`config.mk`:
```
export PLATFORM = sky130hd
export DESIGN_NAME = mod100_tens_scan_flat
export DESIGN_NICKNAME = d
export VERILOG_FILES = /design/src/rtl/mod100_tens_scan_if.sv /design/src/rtl/mod100_tens_scan.sv /design/src/flat_wrapper.sv
export SDC_FILE = /design/constraint.sdc
export NUM_CORES = 1
export LEC_CHECK = 0
export ABC_AREA = 0
export CORE_MARGIN = 2
export CORE_UTILIZATION = 45
export DETAILED_ROUTE_END_ITERATION = 10
export MAX_ROUTING_LAYER = met4
export PLACE_DENSITY = 0.67
export SYNTH_ARGS = -nofsm -noshare
export SYNTH_HDL_FRONTEND = slang
export SYNTH_SLANG_ARGS = --single-unit
```
`constraint.sdc`:
```
create_clock -name clk -period 6.8 [get_ports clk]
set_clock_uncertainty 0.15 [all_clocks]
set_input_delay 1.36 -clock clk [delete_from_list [all_inputs] [get_ports clk]]
set_output_delay 1.36 -clock clk [all_outputs]
set_load 0.03 [all_outputs]
```
`src/rtl/mod100_tens_scan_if.sv`:
```
// Units/clear inputs plus count, flag and display outputs of the tens stage of a mod-100 counter.
interface mod100_tens_scan_if;
    logic [3:0] units;
    logic       clr;
    logic [3:0] tens;
    logic [6:0] count;
    logic       carry_out;
    logic       bad_digit;
    logic [6:0] seg;
    logic [1:0] an;

    modport master (
        output units, clr,
        input  tens, count, carry_out, bad_digit, seg, an
    );

    modport slave (
        input  units, clr,
        output tens, count, carry_out, bad_digit, seg, an
    );
endinterface

```
`src/rtl/mod100_tens_scan.sv`:
```
// Tens stage of a MOD-100 counter: it detects the units 9->0 wrap, keeps a binary count
// and a carry pulse, and scans both digits onto a multiplexed 7-segment display.
module mod100_tens_scan #(
    parameter int unsigned SCAN_DIV = 4,
    parameter bit          BLANK_LZ = 1'b1
) (
    input logic              clk,
    input logic              rst,
    mod100_tens_scan_if.slave bus
);

    localparam logic [15:0] DIV_MAX   = 16'(SCAN_DIV - 1);
    localparam logic [6:0]  COUNT_BAD = 7'd127;

    logic [3:0]  units_q;
    logic [3:0]  tens_q, tens_d;
    logic [6:0]  count_q, count_d;
    logic        carry_q, carry_d;
    logic        bad_q, bad_d;
    logic [15:0] div_q, div_d;
    logic        sel_q, sel_d;
    logic [1:0]  an_q, an_d;
    logic [6:0]  seg_q, seg_d;
    logic        wrap;
    logic        units_bad;

    function automatic logic [6:0] decode(input logic [3:0] d);
        logic [6:0] s;
        case (d)
            4'd0:    s = 7'h3F;
            4'd1:    s = 7'h06;
            4'd2:    s = 7'h5B;
            4'd3:    s = 7'h4F;
            4'd4:    s = 7'h66;
            4'd5:    s = 7'h6D;
            4'd6:    s = 7'h7D;
            4'd7:    s = 7'h07;
            4'd8:    s = 7'h7F;
            4'd9:    s = 7'h6F;
            default: s = 7'h40;
        endcase
        return s;
    endfunction

    always_comb begin
        units_bad = bus.units > 4'd9;
        wrap      = (units_q == 4'd9) && (bus.units == 4'd0);
        tens_d    = tens_q;
        carry_d   = 1'b0;
        bad_d     = bad_q | units_bad;

        // Clear takes priority over a coincident wrap.
        if (bus.clr) begin
            tens_d = 4'd0;
            bad_d  = 1'b0;
        end else if (wrap) begin
            if (tens_q == 4'd9) begin
                tens_d  = 4'd0;
                carry_d = 1'b1;
            end else begin
                tens_d = tens_q + 4'd1;
            end
        end

        count_d = units_bad ? COUNT_BAD
                            : ({3'b000, tens_d} * 7'd10) + {3'b000, bus.units};

        if (div_q == DIV_MAX) begin
            div_d = 16'd0;
            sel_d = ~sel_q;
        end else begin
            div_d = div_q + 16'd1;
            sel_d = sel_q;
        end

        // Display uses next-state values so seg/an line up with tens/count.
        an_d = sel_d ? 2'b10 : 2'b01;
        if (!sel_d) begin
            seg_d = decode(bus.units);
        end else if (BLANK_LZ && (tens_d == 4'd0)) begin
            seg_d = 7'h00;
        end else begin
            seg_d = decode(tens_d);
        end
    end

    always_ff @(posedge clk or negedge rst) begin
        if (!rst) begin
            units_q <= 4'd0;
            tens_q  <= 4'd0;
            count_q <= 7'd0;
            carry_q <= 1'b0;
            bad_q   <= 1'b0;
            div_q   <= 16'd0;
            sel_q   <= 1'b0;
            an_q    <= 2'b01;
            seg_q   <= 7'h3F;
        end else begin
            units_q <= bus.units;
            tens_q  <= tens_d;
            count_q <= count_d;
            carry_q <= carry_d;
            bad_q   <= bad_d;
            div_q   <= div_d;
            sel_q   <= sel_d;
            an_q    <= an_d;
            seg_q   <= seg_d;
        end
    end

    assign bus.tens      = tens_q;
    assign bus.count     = count_q;
    assign bus.carry_out = carry_q;
    assign bus.bad_digit = bad_q;
    assign bus.an        = an_q;
    assign bus.seg       = seg_q;

endmodule

```
`src/flat_wrapper.sv`:
```
// flat-port wrapper written by rule: the top's interface ports become plain ports
module mod100_tens_scan_flat 
#(
    parameter int unsigned SCAN_DIV = 4,
    parameter bit          BLANK_LZ = 1'b1
)
  (clk, rst, bus_units, bus_clr, bus_tens, bus_count, bus_carry_out, bus_bad_digit, bus_seg, bus_an);
  mod100_tens_scan_if bus_i ();
  input logic clk;
  input logic rst;
  input wire logic [$bits(bus_i.units)-1:0] bus_units;
  input wire logic [$bits(bus_i.clr)-1:0] bus_clr;
  output wire logic [$bits(bus_i.tens)-1:0] bus_tens;
  output wire logic [$bits(bus_i.count)-1:0] bus_count;
  output wire logic [$bits(bus_i.carry_out)-1:0] bus_carry_out;
  output wire logic [$bits(bus_i.bad_digit)-1:0] bus_bad_digit;
  output wire logic [$bits(bus_i.seg)-1:0] bus_seg;
  output wire logic [$bits(bus_i.an)-1:0] bus_an;
  assign bus_i.units = bus_units;
  assign bus_i.clr = bus_clr;
  assign bus_tens = bus_i.tens;
  assign bus_count = bus_i.count;
  assign bus_carry_out = bus_i.carry_out;
  assign bus_bad_digit = bus_i.bad_digit;
  assign bus_seg = bus_i.seg;
  assign bus_an = bus_i.an;
  mod100_tens_scan #(.SCAN_DIV(SCAN_DIV), .BLANK_LZ(BLANK_LZ)) u_core (.clk(clk), .rst(rst), .bus(bus_i));
endmodule
```
# After elaboration in Yosys (flattened, before gate mapping)
# Memory sizes are Yosys's and may differ from the RTL's.
# Index checks and enable logic that the tools add are counted.
classes:
  order_cmp: 1
  n_mux: 13
  bitwise: 2
  eq_ne: 3
  reduce_logical: 3
  n_mul: 1
  add_sub_neg: 3
ops:
  columns: ["cell", "n"]
  rows:
  - ["2-to-1 mux 7 bit", 3]
  - ["adder 16 x 1 -> 16 bit, second input constant", 1]
  - ["== test 16 x 2 -> 1 bit, second input constant", 1]
  - ["2-to-1 mux 16 bit", 1]
  - ["2-to-1 mux 4 bit", 3]
  - ["== test 4 bit, second input constant", 2]
  - ["logical NOT 4 bit", 2]
  - ["adder 7 x 4 -> 7 bit", 1]
  - ["multiplier 4 x 3 -> 6 bit, second input constant", 1]
  - ["2-to-1 mux 1 bit", 5]
  - ["adder 4 x 1 -> 4 bit, second input constant", 1]
  - ["> comparator 4 bit, second input constant", 1]
  - ["2-to-1 mux 2 bit", 1]
  - ["logical AND 1 bit", 1]
  - ["inverter 1 bit", 1]
  - ["OR 1 bit", 1]
totals:
  mem_bits_ro: 224
  word_cells: 37
  inputBits: 7
  reg_bits: 43
  out_inout_bits: 22
  mem_count: 2
memory_table:
  columns: ["memory", "words", "width", "rd", "rd_clocked_by_memory_dff", "wr", "line", "text"]
  rows:
  - ["(name not given)", 16, 7, 1, 0, 0, "mod100_tens_scan.sv:29", "case (d)"]
  - ["(name not given)", 16, 7, 1, 0, 0, "mod100_tens_scan.sv:29", null]

# Logic depth before layout (Yosys ltp)
depth:
  ltp_word: 7
  mapped_depth: 14
  depth_no_buf: 14

# Worst setup path after synthesis
# OpenSTA, ideal clock, no wires.
synth_path:
  path_kind: "input to register"
  start: "input port bus_units[0]"
  end: "register u_core.count_q[6], in the netlist u_core.bus.count[6]"
  path_stages: 12
  n_path_buf: 0
  arrival_ns: 3.993
  t_required_ns: 6.582
  setup_slack_ns: 2.589
  setup_time_ns: 0.068
  path_cell_list: "inv_1 ha_1 and4bb_2 nand4b_1 a21oi_1 ha_1 ha_1 inv_1 fa_1 nor3b_1 xnor3_1 nand2_1"
synth_between:
  elab_chain_len: 7
  word_cells_on_any_way: 8
  classes_between: "add/sub: 1; mul: 1; order compare: 1; mux: 3; reduce/logical: 2"
synth_lines:
  columns: ["item", "line", "text"]
  rows:
  - ["start, declared", "flat_wrapper.sv:11", "input wire logic [$bits(bus_i.units)-1:0] bus_units;"]
  - ["logical NOT 4 bit", "mod100_tens_scan.sv:47", "wrap = (units_q == 4'd9) && (bus.units == 4'd0);"]
  - ["logical AND 1 bit", "mod100_tens_scan.sv:47", null]
  - ["2-to-1 mux 4 bit", "mod100_tens_scan.sv:56", "end else if (wrap) begin"]
  - ["2-to-1 mux 4 bit", "mod100_tens_scan.sv:53", "if (bus.clr) begin"]
  - ["via u_core.tens_d[1]", "mod100_tens_scan.sv:16", "logic [3:0] tens_q, tens_d;"]
  - ["multiplier 4 x 3 -> 6 bit", "mod100_tens_scan.sv:66", ": ({3'b000, tens_d} * 7'd10) + {3'b000, bus.units};"]
  - ["adder 7 x 4 -> 7 bit", "mod100_tens_scan.sv:66", null]
  - ["2-to-1 mux 7 bit", "mod100_tens_scan.sv:65", "count_d = units_bad ? COUNT_BAD"]
  - ["via u_core.count_d[6]", "mod100_tens_scan.sv:17", "logic [6:0] count_q, count_d;"]
  - ["end signal, assigned", "mod100_tens_scan.sv:101", "count_q <= count_d;"]
  - ["end, declared", "mod100_tens_scan.sv:17", null]
# The timed path passes the listed nets, and every way through them passes these cells.

# Final worst setup path
layout_path:
  start: "input port bus_units[1]"
  end: "register u_core.count_q[6], in the netlist u_core.bus.count[6]"
# The elaborated chain is that of the path after synthesis.

==> impl_metrics.toml <==
[global_routing]
track_usage = 0.177
grt_pass1_vias = 1594
grt_overflow = 0
grt_max_degree = 43
grt_pass1_wl_mm = 8.02
antenna_found_initial = 0

[clock_tree]
cts_tree = "done"
clk_pin_slew_ps = 70
cts_setup_buffers = 0
clk-insertion-delay-late_ps = 290
cts_buffers = 5
ctsHoldBuffers = 0
cts_sinks = 42
cts-root-buf = "clkbuf_8"
cts_resized = 0
cts_max_level = 2
clockBufferDepth = 2

[finish]
num_antenna_cells = 0
nNetsFinal = 275
area_growth_pct = 19.3
fill_cells = 441
drive_above_1_share = 0.106

[critical_path]
required_ps = 6870
cp_max_fo = 9
crit_type = "input pin to flop"
rr_endpoint = "u_core.bus.count[6]"
cp-start-kind = "input pin"
r2r_start = "u_core.bus.tens[1]"
r2r_slack_ps = 3410
critPathCaptureType = "flop"
startpoint = "bus_units[1]"
cp_data_arrival_time_ps = 4920
ff2ff_path_depth = 13
crit_end = "u_core.bus.count[6]"

[die]
row_count = 26
start_util = 0.463
die_y_um = 76.0
core_area_um2 = 5040
ios = 29
die_area_um2 = 5770
die-width_um = 76.0

[sta]
rsz0062_at_grt = "false"
fmax_mhz = 206
relSlewSlack = 0.365
tns_ps = 0
setup_viol = 0
slew_violations = 0
worst_pin_slew_ps = 946
hold_slack_ps = 307
hold_viol = 0
post-route-period-util = 0.713
period_needed_ps = 4850

[route]
drcViolationCount = 0
drt-total-wl_mm = 4.48
post_drt_via_cell_ratio = 5.15
vias = 1627
wl_per_cell_um = 14.2
ant_nets = 0
drt_pass1_iterations = 4
drt_iter0_markers = 132

[placement]
globalplace.congestion = 0.850
dp_hpwl_mm = 3.35
port_buffers = 28

[outcome]
outcome = "finished clean"

[synthesis]
ys_types = 47
syn_inst = 214
synthFlopType = "dfrtp_1"
ys_ff_latch = 42
synth_top_family_by_area = "simple AND/OR/NAND/NOR gates"
synth_fa_ha_area_frac = 0.130
ys_warn_count = 0
synth.mux.area_fraction = 0.0139
syn-cell-area_um2 = 2330
synth_compound_area_frac = 0.0901
ys_seq_area_frac = 0.454
syn_avg_cell_area_um2 = 10.9
async_flop_share = 1.00
yosys.area_share.simple = 0.207
synth_nets = 244
synth-xor-area-share = 0.0735
synth-edff-count = 0

[power]
power_density_nw_per_um2 = 184
peakVddDrop_mv = 0.176
power_leakage_nw = 1.26

[hold_path]
hold_class = "flop to flop"

[run]
maxCapViolCount = 0
## placed cells by master, fill, tap and decap left out, types with 5 or more instances in the layout
| cell type | count |
|---|---|
| inv_1 | 12 |
| ha_1 | 21 |
| nand2_1 | 14 |
| xnor2_1 | 10 |
| o21ai_0 | 7 |
| xor2_1 | 7 |
| clkdlybuf4s50_1 | 27 |
| nor2b_1 | 6 |
| and3_1 | 7 |
| clkbuf_8 | 5 |
| nor2_1 | 11 |
| a21oi_1 | 9 |
| dfrtp_1 | 35 |
| dfstp_2 | 7 |
| nor3_1 | 6 |
| a31oi_1 | 5 |
| nand3_1 | 7 |
## critical path, stage by stage
cell and delay, ps:
clkdlybuf4s50_1 570, inv_1 180, ha_1 280, and4bb_2 310, nand4b_1 100, a21oi_1 520, ha_1 350, ha_1 190
inv_1 60, fa_1 440, nor3b_1 240, xnor3_1 240, nand2_1 70
## sequential cells by signal (all words and copies together), names as in the netlist
| signal | flops |
|---|---|
| u_core.bus.bad_digit | 1 |
| u_core.bus.tens | 4 |
| u_core.bus.count | 7 |
| u_core.bus.carry_out | 1 |
| u_core.div_q | 16 |
| u_core.bus.seg | 7 |
| u_core.bus.an | 2 |
| u_core.units_q | 4 |
## Yosys cell counts (3+ instances only)
library cell	number	area share
nor4_1	3	0.0080
dfstp_2	7	0.079
nand2_1	14	0.023
nor3_1	6	0.013
inv_1	12	0.019
nor2_1	11	0.018
and3_1	7	0.019
nand4_1	3	0.0080
xor2_1	7	0.026
ha_1	21	0.11
o21ai_0	7	0.015
nand2b_1	4	0.011
a31oi_1	5	0.013
a21oi_1	9	0.019
dfrtp_1	35	0.38
xnor2_1	10	0.038
nand3_1	7	0.015
and2_1	4	0.011
nor2b_1	6	0.016
## stage by stage
stage / cell area (um^2) / instances / power [mW] / util / setup WS, ps
after global routing: 2780 / 316 / 0.539 / 0.552 / 1660
after global placement: 2670 / 308 / 0.325 / 0.530 / 1740
after detailed placement: 2670 / 308 / 0.326 / 0.530 / 1660
after floorplan: 2330 / 214 / 0.298 / - / 2590
final: 2780 / 316 / 0.510 / 0.552 / 1950
after CTS: 2780 / 316 / 0.518 / 0.552 / 1970
## worst min path at each step
stage	cells past startpoint	slack, ps	end	from
floorplan	1	270	u_core.div_q[0]	u_core.div_q[0]
global placement	1	300	u_core.div_q[0]	u_core.div_q[0]
detailed placement	1	300	u_core.div_q[0]	u_core.div_q[0]
CTS	1	310	u_core.div_q[0]	u_core.div_q[0]
global route	1	330	u_core.div_q[0]	u_core.div_q[0]
finish	1	310	u_core.div_q[0]	u_core.div_q[0]
## area by class of cell
type | count | area, um^2 | share of cell area
clock inverters | 3 | 40.0 | 0.0144
well taps | 70 | 87.6 | 0.0315
multi-input cells | 155 | 1200 | 0.431
clock buffers | 5 | 68.8 | 0.0247
repair buffers | 28 | 275 | 0.0990
inverters | 13 | 51.3 | 0.0184
flip-flops and latches | 42 | 1060 | 0.381
## cells by family after synthesis
| kind of cell | after synthesis |
|---|---|
| and+or+nand+nor | 80 |
| DFF | 42 |
| AOI/OAI and AO/OA | 31 |
| adders and majority gates | 23 |
| xor gates and xnor gates | 18 |
| buffers and inverters | 17 |
| muxes | 3 |
## routing by layer
layer  track usage  vias to the layer above  share of wire  wire length [um]
li1              -                      806              -                 -
met1         0.245                      780           0.50              2240
met2         0.267                       39           0.45              2040
met3        0.0415                        2          0.042               187
met4        0.0436                        0         0.0045                20
met5             -                        -              0                 0
## report_power, final
part,switching (mW),total [mW],leakage [nW],internal (mW)
Combinational,0.0356,0.0578,0.678,0.0222
Sequential,0.00300,0.263,0.525,0.260
Clock,0.0819,0.190,0.0579,0.108
Power figures use the tool's default switching activity.
